**config.mk**
```make
export PLATFORM = sky130hd
export DESIGN_NAME = random_inject_ctrl
export DESIGN_NICKNAME = d
export VERILOG_FILES = /design/src/rtl/random_inject_ctrl.sv
export SDC_FILE = /design/constraint.sdc
export NUM_CORES = 1
export LEC_CHECK = 0
export CAP_MARGIN = 20
export CORE_ASPECT_RATIO = 0.75
export CORE_MARGIN = 5
export CORE_UTILIZATION = 45
export DETAILED_ROUTE_END_ITERATION = 8
export PLACE_DENSITY = 0.65
export REMOVE_ABC_BUFFERS = 1
export SKIP_CTS_REPAIR_TIMING = 1
export SYNTH_ARGS = -nofsm -noshare
export SYNTH_HDL_FRONTEND = slang
export SYNTH_SLANG_ARGS = --single-unit
```
**constraint.sdc**
```tcl
create_clock -name clk -period 9.55 [get_ports clk]
set_input_delay 1.91 -clock clk [delete_from_list [all_inputs] [get_ports clk]]
set_output_delay 1.91 -clock clk [all_outputs]
set_load 0.03 [all_outputs]
```
**src/rtl/random_inject_ctrl.sv**
```systemverilog
// random_inject_ctrl
//   Turns a one-bit injection request stream (typically the `valid` of an
//   LFSR range-check generator) into timestamped, sequence-numbered packet
//   descriptors on a valid/ready interface. Descriptors are buffered in a
//   small circular FIFO; requests that find the FIFO full are counted as
//   drops. A run/drain/done state machine bounds each experiment to
//   PKT_LIMIT offered injections (0 = unlimited, ended only by `stop`).
//
// Ports
//   clk        in   single clock, rising edge
//   rst        in   asynchronous active-high reset
//   inject     in   injection request, sampled every cycle (used only in RUN)
//   start      in   one-cycle pulse, begins a run from IDLE or DONE
//   stop       in   one-cycle pulse, ends RUN early
//   out_ready  in   sink accepts the head descriptor
//   out_valid  out  FIFO non-empty
//   out_data   out  head descriptor {seq_id, ts}
//   busy       out  state is RUN or DRAIN
//   done       out  state is DONE
//   drop_cnt   out  injections lost to a full FIFO, saturating
//   level      out  FIFO occupancy, 0..DEPTH
module random_inject_ctrl #(
  parameter int unsigned DEPTH     = 4,
  parameter int unsigned ID_W      = 8,
  parameter int unsigned TS_W      = 16,
  parameter logic [15:0] PKT_LIMIT = 16'd1000
) (
  input  logic                    clk,
  input  logic                    rst,
  input  logic                    inject,
  input  logic                    start,
  input  logic                    stop,
  input  logic                    out_ready,
  output logic                    out_valid,
  output logic [ID_W+TS_W-1:0]    out_data,
  output logic                    busy,
  output logic                    done,
  output logic [15:0]             drop_cnt,
  output logic [$clog2(DEPTH):0]  level
);

  localparam int unsigned AW = $clog2(DEPTH);
  localparam int unsigned LW = AW + 1;
  localparam int unsigned DW = ID_W + TS_W;

  typedef enum logic [1:0] {
    IDLE  = 2'd0,
    RUN   = 2'd1,
    DRAIN = 2'd2,
    DONE  = 2'd3
  } state_t;

  state_t            state_r;
  state_t            state_s;
  logic [TS_W-1:0]   ts_r;
  logic [ID_W-1:0]   seq_id_r;
  logic [15:0]       offered_r;
  logic [15:0]       drop_r;
  logic [DW-1:0]     mem_r [DEPTH];
  logic [AW-1:0]     wptr_r;
  logic [AW-1:0]     rptr_r;
  logic [LW-1:0]     level_r;

  logic              pop_s;
  logic              full_s;
  logic              offer_s;
  logic              push_s;
  logic              run_start_s;
  logic              limit_hit_s;
  logic [15:0]       offered_nxt_s;
  logic [LW-1:0]     level_nxt_s;

  // Handshake and FIFO bookkeeping derived from registered state.
  always_comb begin
    pop_s         = (level_r != LW'(0)) && out_ready;
    full_s        = (level_r == LW'(DEPTH));
    offer_s       = (state_r == RUN) && inject;
    // A full FIFO still accepts when the head leaves on the same edge.
    push_s        = offer_s && (!full_s || pop_s);
    run_start_s   = ((state_r == IDLE) || (state_r == DONE)) && start;
    offered_nxt_s = offered_r + 16'd1;
    limit_hit_s   = offer_s && (PKT_LIMIT != 16'd0) && (offered_nxt_s == PKT_LIMIT);
    case ({push_s, pop_s})
      2'b10:   level_nxt_s = level_r + LW'(1);
      2'b01:   level_nxt_s = level_r - LW'(1);
      default: level_nxt_s = level_r;
    endcase
  end

  // Next-state logic for the run/drain/done controller.
  always_comb begin
    state_s = state_r;
    case (state_r)
      IDLE: begin
        if (start) state_s = RUN;
        else       state_s = IDLE;
      end
      RUN: begin
        // The limiting (or stop-coincident) injection is processed first.
        if (stop || limit_hit_s) state_s = DRAIN;
        else                     state_s = RUN;
      end
      DRAIN: begin
        // Leave on the edge where the last entry is popped.
        if (level_nxt_s == LW'(0)) state_s = DONE;
        else                       state_s = DRAIN;
      end
      DONE: begin
        if (start) state_s = RUN;
        else       state_s = DONE;
      end
      default: state_s = IDLE;
    endcase
  end

  // State register.
  always_ff @(posedge clk or posedge rst) begin
    if (rst) state_r <= IDLE;
    else     state_r <= state_s;
  end

  // Timestamp, sequence number and injection counters.
  always_ff @(posedge clk or posedge rst) begin
    if (rst) begin
      ts_r      <= '0;
      seq_id_r  <= '0;
      offered_r <= 16'd0;
      drop_r    <= 16'd0;
    end else if (run_start_s) begin
      ts_r      <= '0;
      seq_id_r  <= '0;
      offered_r <= 16'd0;
      drop_r    <= 16'd0;
    end else begin
      ts_r <= ts_r + TS_W'(1);
      if (offer_s) begin
        offered_r <= offered_nxt_s;
        if (push_s) begin
          seq_id_r <= seq_id_r + ID_W'(1);
        end else if (drop_r != 16'hFFFF) begin
          drop_r <= drop_r + 16'd1;
        end
      end
    end
  end

  // Circular FIFO storage and pointers.
  always_ff @(posedge clk or posedge rst) begin
    if (rst) begin
      for (int i = 0; i < int'(DEPTH); i++) mem_r[i] <= '0;
      wptr_r  <= '0;
      rptr_r  <= '0;
      level_r <= '0;
    end else begin
      if (push_s) begin
        mem_r[wptr_r] <= {seq_id_r, ts_r};
        wptr_r        <= wptr_r + AW'(1);
      end
      if (pop_s) begin
        rptr_r <= rptr_r + AW'(1);
      end
      level_r <= level_nxt_s;
    end
  end

  assign out_valid = (level_r != LW'(0));
  assign out_data  = mem_r[rptr_r];
  assign busy      = (state_r == RUN) || (state_r == DRAIN);
  assign done      = (state_r == DONE);
  assign drop_cnt  = drop_r;
  assign level     = level_r;

endmodule

```
==> metrics <==
final cell count without fillers 883; Final Hold Vio Count 0; Max Cap Viol 0; Clock Path Buffers 2; WL final roughly 15000 um; Setup crit start rptr_r[0]; R2R Setup Slk 6.46 ns; # diodes 0; setup_tns 0 ns; Setup crit end out_data[1]; htree depth 4; dpl cells 851; DR iter-0 viols 260; min-delay worst type reg -> reg; Max Freq 217 MHz; Post-Synth Adder-Cell Area 2.56%; R2R cell count 12; Root Buffer clkbuf_16; clock latency on the worst-skew pair between 0.4 and 0.5 ns; 1st-pass router iterations 4; complex-gate fraction of the synthesized area 3.30%; CP endpoint kind primary output; slowest stage delay, CP 1.00 ns; grt total ovfl 0; CP startpoint kind register; antenna violations before repair 0; PwrDens between 200 and 250 mW/mm2; VDD IR max 0.281 mV; final worst path period need 4.60 ns; largest net degree at the start of global routing 87; vias in the first global route 5119; Filler cells 1389; CTS tree built; port bufs 51; average size of a mapped cell 12.5 um2; first-pass GRT wire length 26500 um; total power 2190 uW; R2R Path Start level[0]; I/O pin count 52; largest family of logic cells by synthesized area multiplexers; Die ar. 0.0197 mm2; Yosys warnings 0; synth unique cells 44; DPL Wire Length 9610 um; Critical-path top delay cell dfrtp_2; Slew headroom 36.1%; status completed; core area 0.0167 mm2; WL/cell 17.5 um; starting density of the core between 40 and 50%; post-synthesis sequential area ratio 52.8%; CTS Buf Count 17; # DRC 0; multiplexer area fraction after synthesis between 20% and 30%; Synth Register Bits 161; vias per inst ~5.5; final net count 676; num rows 41; die width between 150 and 200 um; Total Routing Usage GR 16.8%; Die Height 123 um; Max Fanout on Critical Path 26; Layout area overhead 16.3%; Post-Synth XOR/XNOR Area 5.85%; layout cell share with drive strength beyond 1 24.7%; CP Data Required Time 7.64 ns; crit-path cells mux4_2 -> clkdlybuf4s50_1; Worst Skew between 0.01 and 0.015 ns; total number of vias about 4800; Placer Congestion around 0.84; r2r endpoint state_r[0]; Gate Count Post-Synth 613; Min Hold Slack 0.478 ns; Static Leak 0.00399 uW; post-route ant nets 0; final setup fails 0; Simple-Gate Fraction of Synth Area 11.8%; Setup CP Type reg -> out; pins over their slew limit 0; Reg clk slew, reported paths 0.06 ns; Tcrit/Tclk final around 48%; unrepaired setup endpoints after global routing false; Synth Cell Area 0.00763 mm2; CTS Sinks around 160; Worst EP arrival 2.69 ns; Slew @ Worst Pin 0.959 ns; hold path start rptr_r[1]
Yosys cell counts, drive strengths merged:
cell type / number / area [um2]
nor2b: 3 / 18.8
o22ai: 2 / 12.5
xor2: 29 / 254
ha: 14 / 175
xnor2: 22 / 193
o31a: 1 / 8.76
and4: 5 / 46.3
a211o: 1 / 8.76
nand4: 11 / 68.8
mux2i: 1 / 10.0
inv: 14 / 52.6
o21ai: 18 / 93.8
nor2: 58 / 225
nand3b: 3 / 22.5
or3b: 1 / 8.76
clkbuf: 17 / 63.8
a21oi: 15 / 75.1
a21boi: 1 / 7.51
a2111o: 1 / 11.3
nand3: 20 / 100
dfrtp: 161 / 4030
nor4: 3 / 18.8
fa: 1 / 20.0
mux4: 24 / 541
or4b: 1 / 13.8
o21a: 1 / 8.76
o41a: 1 / 12.5
mux2: 93 / 1050
or3: 13 / 81.3
and3: 5 / 31.3
nor3: 7 / 35.0
buf: 14 / 95.1
and2: 5 / 31.3
nor4b: 2 / 17.5
nand4b: 2 / 17.5
nand2: 41 / 164
a31oi: 2 / 12.5
kinds of logic (layout without fill, tap and decap cells):
group / Yosys count / after routing
and+or+nand+nor: 180 / 180
DFF: 161 / 161
muxes: 118 / 118
xor gates and xnor gates: 51 / 51
buffers and inverters: 45 / 100
AOI/OAI and AO/OA: 43 / 43
adders and majority gates: 15 / 15
per-layer routing:
layer,wire length [um],share of wire (%),vias to the layer above,track usage (%)
li1,-,-,2250,-
met1,7400,48,2484,23.2
met2,7270,47,78,26.9
met3,571,3.7,16,3.46
met4,211,1.4,0,5.53
met5,0,0,-,0
registers in the layout, indices dropped and copies added (netlist names):
signal / cells
drop_cnt: 16
offered_r: 16
state_r: 2
level: 3
seq_id_r: 8
wptr_r: 2
mem_r: 96
ts_r: 16
rptr_r: 2
how the worst min path moves through the flow:
| stage | endpoint | slack (ns) | cells after the start |
|---|---|---|---|
| floorplan | mem_r[34] | 0.44 | 2 |
| global placement | rptr_r[1] | 0.46 | 1 |
| CTS | rptr_r[1] | 0.48 | 1 |
| finish | rptr_r[1] | 0.48 | 1 |
| global route | rptr_r[1] | 0.49 | 1 |
| detailed placement | rptr_r[1] | 0.46 | 1 |
layout by cell type, fill, tap and decap left out, drive strengths merged, types with 20 or more instances in the layout:
cell,n
dfrtp,161
mux2,93
nor2,58
clkdlybuf4s50,51
nand2,41
xor2,29
mux4,24
xnor2,22
nand3,20
clkbuf,20
where the power goes:
part	internal [uW]	switching, uW	leakage (uW)
clock	399	278	0.000275
sequential	784	118	0.00220
combinational	283	329	0.00152
total	1470	725	0.00399
cell type report:
cell class,instances,area [um2],area share [%]
multi-input cells,407,3400,38.3
flip-flops and latches,161,4030,45.4
clock buffers,20,457,5.14
inverters,14,57.6,0.648
repair buffers,54,533,6.00
clock inverters,12,134,1.51
well taps,215,269,3.03
per-stage QoR:
stage,util (%),worst slack (ns),area [um2]
finish,53.1,4.95,8880
CTS,53.1,4.85,8880
detailed placement,49.6,4.56,8290
global placement,49.6,4.66,8290
floorplan,-,3.29,7470
global route,53.1,4.71,8880
critical path: cells and delay by family (launching register included):
family	cells	cell delay, ns
DFF	1	1.00
muxes	1	0.65
buffers and inverters	1	0.61
Note: power is estimated with default switching activity, not from simulation.
